===== src/rtl/mem_rd_arbiter_if.sv =====
// Handshake bundle between accelerator requesters, the read arbiter and the
// memory control block's ACC read channel.
interface mem_rd_arbiter_if #(
    parameter int C_NUM_REQ          = 4,
    parameter int C_M_AXI_ADDR_WIDTH = 64,
    parameter int C_M_AXI_DATA_WIDTH = 512
) ();
    logic [C_NUM_REQ*C_M_AXI_ADDR_WIDTH-1:0] req_addr;
    logic [C_NUM_REQ-1:0]                    req_valid;
    logic [C_NUM_REQ-1:0]                    req_ready;
    logic [C_M_AXI_DATA_WIDTH-1:0]           rsp_tdata;
    logic [C_NUM_REQ-1:0]                    rsp_tvalid;
    logic [C_NUM_REQ-1:0]                    rsp_tready;
    logic [C_M_AXI_ADDR_WIDTH-1:0]           rd_addr;
    logic                                    rd_valid;
    logic                                    rd_ready;
    logic [C_M_AXI_DATA_WIDTH-1:0]           rd_tdata;
    logic                                    rd_tvalid;
    logic                                    rd_tready;

    // Arbiter view.
    modport slave (
        input  req_addr, req_valid, rsp_tready, rd_ready, rd_tdata, rd_tvalid,
        output req_ready, rsp_tdata, rsp_tvalid, rd_addr, rd_valid, rd_tready
    );

    // Environment view: requesters plus memory control block.
    modport master (
        output req_addr, req_valid, rsp_tready, rd_ready, rd_tdata, rd_tvalid,
        input  req_ready, rsp_tdata, rsp_tvalid, rd_addr, rd_valid, rd_tready
    );
endinterface


===== src/rtl/mem_rd_arbiter.sv =====
// Round-robin arbiter sharing one read channel among C_NUM_REQ requesters;
// an in-order tag FIFO steers each returned beat back to its requester.
module mem_rd_arbiter #(
    parameter int C_NUM_REQ          = 4,
    parameter int C_M_AXI_ADDR_WIDTH = 64,
    parameter int C_M_AXI_DATA_WIDTH = 512,
    parameter int C_MAX_OUTSTANDING  = 16
) (
    input  logic                                aclk,
    input  logic                                areset,
    mem_rd_arbiter_if.slave                     bus,
    output logic [$clog2(C_MAX_OUTSTANDING):0]  outstanding,
    output logic                                err_orphan
);
    localparam int ID_W  = (C_NUM_REQ > 2) ? $clog2(C_NUM_REQ) : 1;
    localparam int PTR_W = $clog2(C_MAX_OUTSTANDING);
    localparam int CNT_W = PTR_W + 1;
    localparam int AW    = C_M_AXI_ADDR_WIDTH;

    function automatic logic [ID_W-1:0] next_id(input logic [ID_W-1:0] id);
        if (int'(id) == C_NUM_REQ - 1) return '0;
        return id + ID_W'(1);
    endfunction

    logic [ID_W-1:0]  rr_ptr_q, rr_ptr_d;
    logic             lock_vld_q, lock_vld_d;
    logic [ID_W-1:0]  lock_id_q, lock_id_d;
    logic [ID_W-1:0]  tag_mem [C_MAX_OUTSTANDING];
    logic [PTR_W-1:0] wr_ptr_q, rd_ptr_q;
    logic [CNT_W-1:0] count_q, count_d;
    logic             err_q;

    logic [ID_W-1:0]  winner;
    logic [ID_W-1:0]  head;
    logic             full, empty, push, pop, data_ok, found;
    int               idx;

    assign full  = (count_q == CNT_W'(C_MAX_OUTSTANDING));
    assign empty = (count_q == '0);

    // Cyclic search from rr_ptr unless a stalled grant is locked in.
    always_comb begin
        winner = lock_id_q;
        found  = 1'b0;
        idx    = 0;
        if (!lock_vld_q) begin
            winner = rr_ptr_q;
            for (int k = 0; k < C_NUM_REQ; k++) begin
                idx = int'(rr_ptr_q) + k;
                if (idx >= C_NUM_REQ) idx = idx - C_NUM_REQ;
                if (!found && bus.req_valid[idx]) begin
                    winner = ID_W'(idx);
                    found  = 1'b1;
                end
            end
        end
    end

    assign bus.rd_valid = (|bus.req_valid) && !full && !areset;
    assign bus.rd_addr  = bus.req_addr[int'(winner)*AW +: AW];
    assign push         = bus.rd_valid && bus.rd_ready;

    always_comb begin
        bus.req_ready = '0;
        if (push) bus.req_ready[winner] = 1'b1;
    end

    assign head          = tag_mem[rd_ptr_q];
    assign data_ok       = !empty && !areset;
    assign bus.rd_tready = data_ok && bus.rsp_tready[head];
    assign bus.rsp_tdata = bus.rd_tdata;
    assign pop           = bus.rd_tvalid && bus.rd_tready;

    always_comb begin
        bus.rsp_tvalid = '0;
        if (bus.rd_tvalid && data_ok) bus.rsp_tvalid[head] = 1'b1;
    end

    always_comb begin
        rr_ptr_d   = rr_ptr_q;
        lock_vld_d = lock_vld_q;
        lock_id_d  = lock_id_q;
        count_d    = count_q;
        if (push) begin
            rr_ptr_d   = next_id(winner);
            lock_vld_d = 1'b0;
        end else if (bus.rd_valid) begin
            lock_vld_d = 1'b1;
            lock_id_d  = winner;
        end
        case ({push, pop})
            2'b10:   count_d = count_q + CNT_W'(1);
            2'b01:   count_d = count_q - CNT_W'(1);
            default: count_d = count_q;
        endcase
    end

    always_ff @(posedge aclk) begin
        if (areset) begin
            rr_ptr_q   <= '0;
            lock_vld_q <= 1'b0;
            wr_ptr_q   <= '0;
            rd_ptr_q   <= '0;
            count_q    <= '0;
            err_q      <= 1'b0;
        end else begin
            rr_ptr_q   <= rr_ptr_d;
            lock_vld_q <= lock_vld_d;
            count_q    <= count_d;
            if (push) wr_ptr_q <= wr_ptr_q + PTR_W'(1);
            if (pop)  rd_ptr_q <= rd_ptr_q + PTR_W'(1);
            if (bus.rd_tvalid && empty) err_q <= 1'b1;
        end
    end

    // Tag storage and lock ID are only meaningful behind count/lock_vld.
    always_ff @(posedge aclk) begin
        lock_id_q <= lock_id_d;
        if (push) tag_mem[wr_ptr_q] <= winner;
    end

    assign outstanding = count_q;
    assign err_orphan  = err_q;
endmodule


===== src/flat_wrapper.sv =====
// flat-port wrapper written by rule: the top's interface ports become plain ports
module mem_rd_arbiter_flat 
#(
    parameter int C_NUM_REQ          = 4,
    parameter int C_M_AXI_ADDR_WIDTH = 64,
    parameter int C_M_AXI_DATA_WIDTH = 512,
    parameter int C_MAX_OUTSTANDING  = 16
)
  (aclk, areset, outstanding, err_orphan, bus_req_addr, bus_req_valid, bus_rsp_tready, bus_rd_ready, bus_rd_tdata, bus_rd_tvalid, bus_req_ready, bus_rsp_tdata, bus_rsp_tvalid, bus_rd_addr, bus_rd_valid, bus_rd_tready);
  mem_rd_arbiter_if #(.C_NUM_REQ(C_NUM_REQ), .C_M_AXI_ADDR_WIDTH(C_M_AXI_ADDR_WIDTH), .C_M_AXI_DATA_WIDTH(C_M_AXI_DATA_WIDTH)) bus_i ();
  input  logic aclk;
  input  logic areset;
  output logic [$clog2(C_MAX_OUTSTANDING):0] outstanding;
  output logic err_orphan;
  input wire logic [$bits(bus_i.req_addr)-1:0] bus_req_addr;
  input wire logic [$bits(bus_i.req_valid)-1:0] bus_req_valid;
  input wire logic [$bits(bus_i.rsp_tready)-1:0] bus_rsp_tready;
  input wire logic [$bits(bus_i.rd_ready)-1:0] bus_rd_ready;
  input wire logic [$bits(bus_i.rd_tdata)-1:0] bus_rd_tdata;
  input wire logic [$bits(bus_i.rd_tvalid)-1:0] bus_rd_tvalid;
  output wire logic [$bits(bus_i.req_ready)-1:0] bus_req_ready;
  output wire logic [$bits(bus_i.rsp_tdata)-1:0] bus_rsp_tdata;
  output wire logic [$bits(bus_i.rsp_tvalid)-1:0] bus_rsp_tvalid;
  output wire logic [$bits(bus_i.rd_addr)-1:0] bus_rd_addr;
  output wire logic [$bits(bus_i.rd_valid)-1:0] bus_rd_valid;
  output wire logic [$bits(bus_i.rd_tready)-1:0] bus_rd_tready;
  assign bus_i.req_addr = bus_req_addr;
  assign bus_i.req_valid = bus_req_valid;
  assign bus_i.rsp_tready = bus_rsp_tready;
  assign bus_i.rd_ready = bus_rd_ready;
  assign bus_i.rd_tdata = bus_rd_tdata;
  assign bus_i.rd_tvalid = bus_rd_tvalid;
  assign bus_req_ready = bus_i.req_ready;
  assign bus_rsp_tdata = bus_i.rsp_tdata;
  assign bus_rsp_tvalid = bus_i.rsp_tvalid;
  assign bus_rd_addr = bus_i.rd_addr;
  assign bus_rd_valid = bus_i.rd_valid;
  assign bus_rd_tready = bus_i.rd_tready;
  mem_rd_arbiter #(.C_NUM_REQ(C_NUM_REQ), .C_M_AXI_ADDR_WIDTH(C_M_AXI_ADDR_WIDTH), .C_M_AXI_DATA_WIDTH(C_M_AXI_DATA_WIDTH), .C_MAX_OUTSTANDING(C_MAX_OUTSTANDING)) u_core (.aclk(aclk), .areset(areset), .bus(bus_i), .outstanding(outstanding), .err_orphan(err_orphan));
endmodule

===== config.mk =====
export PLATFORM = sky130hd
export DESIGN_NAME = mem_rd_arbiter_flat
export DESIGN_NICKNAME = d
export VERILOG_FILES = /design/src/rtl/mem_rd_arbiter_if.sv /design/src/rtl/mem_rd_arbiter.sv /design/src/flat_wrapper.sv
export SDC_FILE = /design/constraint.sdc
export NUM_CORES = 1
export LEC_CHECK = 0
export ABC_AREA = 1
export CAP_MARGIN = 30
export CORE_AREA = 2 2 530 532
export CTS_BUF_LIST = sky130_fd_sc_hd__clkbuf_4
export CTS_CLUSTER_SIZE = 12
export DETAILED_ROUTE_END_ITERATION = 12
export DIE_AREA = 0 0 532 534
export GPL_TIMING_DRIVEN = 0
export PLACE_DENSITY_LB_ADDON = 0.2
export SLEW_MARGIN = 20
export SYNTH_ARGS = -nofsm -noshare
export SYNTH_HDL_FRONTEND = slang
export SYNTH_SLANG_ARGS = --single-unit

===== constraint.sdc =====
create_clock -name aclk -period 6 [get_ports aclk]
set_input_delay 0.6 -clock aclk [delete_from_list [all_inputs] [get_ports aclk]]
set_output_delay 0.6 -clock aclk [all_outputs]
set_load 0.05 [all_outputs]

==> impl_metrics.env, run 1 <==
export IMPL_synthTopCellsByArea="buf_4, edfxtp_1, nor2_1"
export IMPL_placed_area_um2=22340
export IMPL_post_cts_buffers=0
export IMPL_ys_ff_latch=55
export IMPL_synth_warnings=0
export IMPL_yosys_area_share_simple=0.1393
export IMPL_layout_nets=2907
export IMPL_path_common_cell="nand3_1"
export IMPL_power_frac_seq=0.078
export IMPL_pwr_share_clk=0.044
export IMPL_synth_compound_area_frac=0.1615
export IMPL_syn_nets=2020
export IMPL_fin_skew_ns=0.04860
export IMPL_hold_viol_final=0
export IMPL_synth_top_family_by_area="buffers and inverters"
export IMPL_first_iter_violations=580
export IMPL_fin_ws_ns=0.4605
export IMPL_worst_pin_slew_ns=1.095
export IMPL_peakVddDrop_v=0.0001642
export IMPL_clockRootBuffer="clkbuf_4"
export IMPL_hold_buffers=0
export IMPL_p_comb_frac=0.878
export IMPL_switchingPower_mw=4.041
export IMPL_outcome="finished clean"
export IMPL_yosysTopAreaCellShare=0.4457
export IMPL_timing_final_crit_share=0.9232
export IMPL_htree_levels=2
export IMPL_n_fill_cell=32650
export IMPL_synth_mux_area_frac=0
export IMPL_grt_max_degree=29
export IMPL_slowest_delay_ns=0.97
export IMPL_cts_reportedPaths_clkPinSlew_ns=0.24
export IMPL_drv_slew=0
export IMPL_path_cells="clkdlybuf4s50_1 -> o21ai_2 -> inv_1 -> o21ai_2 -> inv_1 -> nor2_2 -> nand2_1 -> nand3_1 -> nand3_1 -> nand3_1 -> and2_4 -> buf_4 -> buf_2 -> o21ai_1 -> o22ai_1 -> clkdlybuf4s50_1"
export IMPL_p_per_area_nw_per_um2=267.4
export IMPL_yosys_cell_types_count=37
export IMPL_drt_wirelength_per_cell_um=33.00
export IMPL_slew_headroom=0.2679
export IMPL_drive_gt1_frac=0.3081
export IMPL_syn_avg_cell_area_um2=7.118
export IMPL_tritoncts="yes"
export IMPL_layout_min_cycle_time_ns=5.539
export IMPL_crit_slowest_cell="clkdlybuf4s50_1"
export IMPL_crit_path_end_kind="output port"
export IMPL_path_max_fanout=10
export IMPL_place_gp_congestion=0.8781
export IMPL_wirelength_mm=193.7
export IMPL_cts_buffers=5
export IMPL_syn_area_um2=8741
export IMPL_final_area_um2=22600
export IMPL_internal_power_mw=2.000
export IMPL_clock_latency_ns=0.48
export IMPL_swShare=0.6689
export IMPL_drv_cap=0
export IMPL_cts_sink_count=55
export IMPL_start_util=0.03140
export IMPL_postSynthCellCount=1228
export IMPL_synth_xor_area_frac=0.008159
export IMPL_setup_violations=0
export IMPL_dieArea_um2=284100
export IMPL_arrival_ns=4.94
export IMPL_start_kind="primary input"
export IMPL_dr_pass1_iters=5
export IMPL_pre_cts_ws_ns=0.05538
export IMPL_grt_pass1_wl_mm=220.5
export IMPL_synthAdderAreaFrac=0.01718
export IMPL_gr_usage_all_layers=0.1303
export IMPL_vias_per_cell=2.144
export IMPL_drc=0
export IMPL_hold_class="reg2reg"
export IMPL_hpwlAfterDp_mm=184.8
export IMPL_die_h_um=534
export IMPL_critical_path_class="in2out"
export IMPL_synthToLayoutAreaGrowth_pct=158.5
export IMPL_grt_setup_unrepaired="false"
export IMPL_die_w_um=532
export IMPL_most_common_layout_cells="clkdlybuf4s50_1, buf_4, nor2_1"
export IMPL_fmax_mhz=180.5
export IMPL_coreArea_um2=278400
export IMPL_grt_pass1_vias=12782
export IMPL_final_common_cell="clkdlybuf4s50_1"
export IMPL_gr_total_overflow=0
export IMPL_num_rows=194
export IMPL_yosysTopAreaCell="buf_4"
export IMPL_antenna_found_initial=217
export IMPL_crit_required_ns=5.40
export IMPL_io_pins=1372
export IMPL_vias=12585
export IMPL_ys_seq_area_frac=0.1649
export IMPL_p_leak_nw=8.066
export IMPL_setup_tns_ns=0
export IMPL_antenna_left=0
export IMPL_clockBufferDepth=2
export IMPL_port_buffers=859
## layer usage
layer  global-route usage  up-vias  wire length, um
met5                    0        -              914
met4              0.01512      140             3727
met3              0.09098      357            29280
met2               0.2229     1102            91180
met1               0.1330     5685            68610
li1                     -     5301                -
## final cells by class
class / count / area, um^2 / share of cell area
antenna: 30 / 75.07 / 0.003322
buffer: 562 / 4213 / 0.1864
clock buffer: 5 / 37.54 / 0.001661
clock inverter: 3 / 50.05 / 0.002215
inverter: 63 / 240.2 / 0.01063
multi-input combinational: 548 / 2858 / 0.1265
sequential: 55 / 1441 / 0.06379
tap: 3724 / 4659 / 0.2062
timing repair buffer: 880 / 9021 / 0.3992
## cell families (layout without fill, tap and decap cells)
logic type / Yosys count / count (layout)
AND/OR/NAND/NOR: 298 / 298
other: 0 / 30
adder cells (fa/ha/maj): 12 / 12
flip-flops: 55 / 55
XOR/XNOR: 6 / 6
buffers and inverters: 625 / 1513
AO/OA/AOI/OAI: 232 / 232
## worst max-delay path, delay by kind of cell
kind,cells,cell delay [ns]
buf+inv,6,2.45
compound gates,4,1.11
simple gates,6,0.74
## final timing paths
| check | cells after the start | startpoint | to | slack, ns |
|---|---|---|---|---|
| worst max register to register | 20 | flop | u_core.outstanding[3] | 2.56 |
| worst max-delay path | 16 | bus_req_valid[2] | bus_rd_addr[44] | 0.46 |
| worst min register to register | 2 | u_core.rd_ptr_q[0] | u_core.rd_ptr_q[0] | 0.52 |
| worst min-delay path | 2 | u_core.rd_ptr_q[0] | u_core.rd_ptr_q[0] | 0.52 |
## what timing repair did
| action | 4_1_cts | 5_1_grt |
|---|---|---|
| endpoints found under the setup margin | 0 | 5 |
| resized for setup | 0 | 3 |
| hold endpoints to repair | 0 | 0 |
## state kept, by name (all words and copies together) (netlist names), named ones only
| register | count |
|---|---|
| u_core.err_orphan | 1 |
| u_core.lock_vld_q | 1 |
| u_core.outstanding | 5 |
| u_core.wr_ptr_q | 4 |
| u_core.rr_ptr_q | 2 |
| u_core.tag_mem | 32 |
| u_core.lock_id_q | 2 |
| u_core.rd_ptr_q | 4 |
## through the flow
stage / instances / total power [mW] / hold slack (ns) / utilization
after floorplan: 1228 / 3.178 / 0.4601 / -
after global placement: 5811 / 6.089 / 0.4815 / 0.07901
after detailed placement: 5829 / 6.085 / 0.4853 / 0.08025
after CTS: 5837 / 6.381 / 0.5300 / 0.08056
after global routing: 5842 / 6.393 / 0.5594 / 0.08091
final: 5870 / 6.041 / 0.5232 / 0.08116
## synth_stat cells (all sizes together)
cell,count
a2111oi,1
a21oi,18
a31oi,1
and2,1
and3,1
buf,556
clkbuf,6
clkinv,1
dfxtp,21
edfxtp,34
ha,12
inv,62
nand2,78
nand3,39
nand3b,1
nand4,2
nor2,165
nor3,9
nor4,2
o21ai,148
o22ai,64
xnor2,2
xor2,4
## power groups by stage
stage / sequential, mW / clock (mW) / combinational [mW]
floorplan: 0.503 / 0 / 2.67
global placement: 0.481 / 0 / 5.61
detailed placement: 0.480 / 0 / 5.60
CTS: 0.472 / 0.290 / 5.62
global route: 0.474 / 0.301 / 5.62
finish: 0.470 / 0.268 / 5.30
(Power assumes the default switching activity.)
==> inputs of run 2 (changes only) <==
- CAP_MARGIN: 30 -> 0
==> run 2 against run 1 <==
  * Sequential power is essentially flat
  * Non-clock buffer count shrank 20
  * First-iteration DRC count grew 4.3%
  * Largest cell class unchanged
  * Sequential share of layout area grew 0.14 points
  * Global-route usage is essentially flat
  * Critical path depth is the same
==> impl_metrics.env, run 2 (synthesized netlist as in run 1, its figures left out) <==
export IMPL_outcome="finished clean"
export IMPL_clock_latency_ns=0.48
export IMPL_path_common_cell="nand3_1"
export IMPL_crit_path_end_kind="output port"
export IMPL_dieArea_um2=284100
export IMPL_die_h_um=534
export IMPL_drive_gt1_frac=0.3030
export IMPL_grt_max_degree=29
export IMPL_p_leak_nw=7.834
export IMPL_routed_wl_met3_mm=29.68
export IMPL_power_mw=5.961
export IMPL_drv_slew=0
export IMPL_holdPathStages=2
export IMPL_hold_viol_final=0
export IMPL_route_top_layer_used="met5"
export IMPL_drc=0
export IMPL_power_frac_seq=0.079
export IMPL_hpwlAfterDp_mm=184.6
export IMPL_slowest_delay_ns=1.02
export IMPL_first_iter_violations=605
export IMPL_cpLargestDelayFamily="buffers and inverters"
export IMPL_clockRootBuffer="clkbuf_4"
export IMPL_path_max_fanout=10
export IMPL_p_comb_frac=0.883
export IMPL_clockBufferDepth=2
export IMPL_most_common_layout_cells="clkdlybuf4s50_1, buf_4, nor2_1"
export IMPL_wirelength_mm=193.7
export IMPL_htree_levels=2
export IMPL_wl_met2_mm=91.50
export IMPL_regMostFlops="u_core.tag_mem"
export IMPL_slew_headroom=0.2489
export IMPL_hold_class="reg2reg"
export IMPL_n_fill_cell=32687
export IMPL_start_util=0.03140
export IMPL_cts_reportedPaths_clkPinSlew_ns=0.23
export IMPL_dr_pass1_iters=5
export IMPL_vias=12486
export IMPL_layout_nets=2887
export IMPL_arrival_ns=5.16
export IMPL_setup_violations=0
export IMPL_p_per_area_nw_per_um2=269.8
export IMPL_vias_per_cell=2.134
export IMPL_timing_final_crit_share=0.9602
export IMPL_multi_input_area_um2=2858
export IMPL_gr_usage_all_layers=0.1302
export IMPL_path_buf_inv=6
export IMPL_start_kind="primary input"
export IMPL_port_buffers=859
export IMPL_internal_power_mw=1.913
export IMPL_critical_path_class="in2out"
export IMPL_cts_buffers=5
export IMPL_grt_pass1_wl_mm=219.7
export IMPL_largest_reg_flops=32
export IMPL_io_pins=1372
export IMPL_dp_cells=5812
export IMPL_fmax_mhz=173.6
export IMPL_synthToLayoutAreaGrowth_pct=152.8
export IMPL_post_cts_buffers=0
export IMPL_antenna_left=0
export IMPL_worst_pin_slew_ns=1.123
export IMPL_drv_cap=0
export IMPL_grt_pass1_vias=12670
export IMPL_num_rows=194
export IMPL_cp_depth=16
export IMPL_antenna_found_initial=212
export IMPL_crit_required_ns=5.40
export IMPL_crit_slowest_cell="clkdlybuf4s50_1"
export IMPL_gr_total_overflow=0
export IMPL_instances_no_fill=5850
export IMPL_fin_util=0.07937
export IMPL_final_common_cell="clkdlybuf4s50_1"
export IMPL_grt_setup_unrepaired="false"
export IMPL_coreArea_um2=278400
export IMPL_path_cells="clkdlybuf4s50_1 -> o21ai_2 -> inv_1 -> o21ai_2 -> inv_1 -> nor2_2 -> nand2_1 -> nand3_1 -> nand3_1 -> nand3_1 -> and2_4 -> buf_4 -> buf_2 -> o21ai_1 -> o22ai_1 -> clkdlybuf4s50_1"
export IMPL_ff2ff_path_depth=18
export IMPL_layout_min_cycle_time_ns=5.761
export IMPL_place_gp_congestion=0.8781
export IMPL_tritoncts="yes"
export IMPL_swShare=0.6792
export IMPL_drt_wirelength_per_cell_um=33.11
export IMPL_switchingPower_mw=4.049
export IMPL_peakVddDrop_v=0.0001727
export IMPL_regArea_um2=1441
export IMPL_cts_sink_count=55
export IMPL_die_w_um=532
export IMPL_pwr_share_clk=0.038
export IMPL_m1WireLength_mm=68.25
export IMPL_fin_skew_ns=0.04046
## run 2: cell types whose count changed in the layout (fill, tap and decap cells not counted), sizes merged
cell           previous run  this run
buf                     589       570
clkdlybuf4s50           844       841
clkbuf                   12        14
bufinv                    1         0
clkinvlp                  0         1
## run 2: path summary, 6_finish.rpt
check	startpoint	to	slack (ns)
hold reg to reg	u_core.rd_ptr_q[0]	u_core.rd_ptr_q[0]	0.53
setup reg to reg	u_core.rr_ptr_q[0]	u_core.rr_ptr_q[1]	2.54
hold / removal	u_core.rd_ptr_q[0]	u_core.rd_ptr_q[0]	0.53
setup / recovery	bus_req_valid[2]	bus_rd_addr[18]	0.24
## run 2: area by class of cell
class                   count  share of cell area
clock buffers               5            0.001699
inverters                  63             0.01087
repair buffers            860              0.3866
clock inverters             3            0.001246
diodes                     30            0.003397
well taps                3724              0.2109
plain buffers             562              0.1908
multi-input cells         548              0.1293
flip-flops and latches     55             0.06523
## run 2: per-layer routing
layer,vias to the layer above,GRT usage
met5,-,0
met4,146,0.01365
met3,355,0.09213
met2,1077,0.2230
met1,5643,0.1323
li1,5265,-
## run 2: what timing repair did
item	in CTS	in global routing
setup endpoints to repair	0	6
hold buffers	0	0
resized for setup	0	4
## run 2: worst register-to-register path, cell delays in order (launching register included)
cell	delay [ns]
dfxtp_1	0.37
buf_6	0.16
nand2_1	0.07
o21ai_1	0.10
inv_1	0.06
o21ai_1	0.19
nand2_1	0.09
inv_2	0.08
o21ai_1	0.08
xor2_1	0.17
nand2_1	0.11
o21ai_4	0.07
buf_12	0.15
inv_2	0.12
buf_4	0.35
clkbuf_4	0.57
ha_1	0.36
o21ai_0	0.20
a21oi_1	0.06
## run 2: per-stage QoR
step	TNS (ns)	setup slack (ns)	cell area, um^2	hold WS (ns)
after detailed placement	0	0.05170	21960	0.4845
after global placement	-4.232	-0.4857	22000	0.4815
after CTS	0	0.01410	22030	0.5325
after floorplan	0	1.888	8741	0.4601
final	0	0.2388	22100	0.5280
after global routing	0	0.05889	22030	0.5432
## run 2: power groups by stage
stage,combinational [mW],sequential (mW),clock (mW)
after floorplan,2.67,0.503,0
after global placement,5.61,0.481,0
after detailed placement,5.56,0.481,0
after CTS,5.57,0.472,0.243
after global routing,5.56,0.475,0.252
final,5.27,0.471,0.225
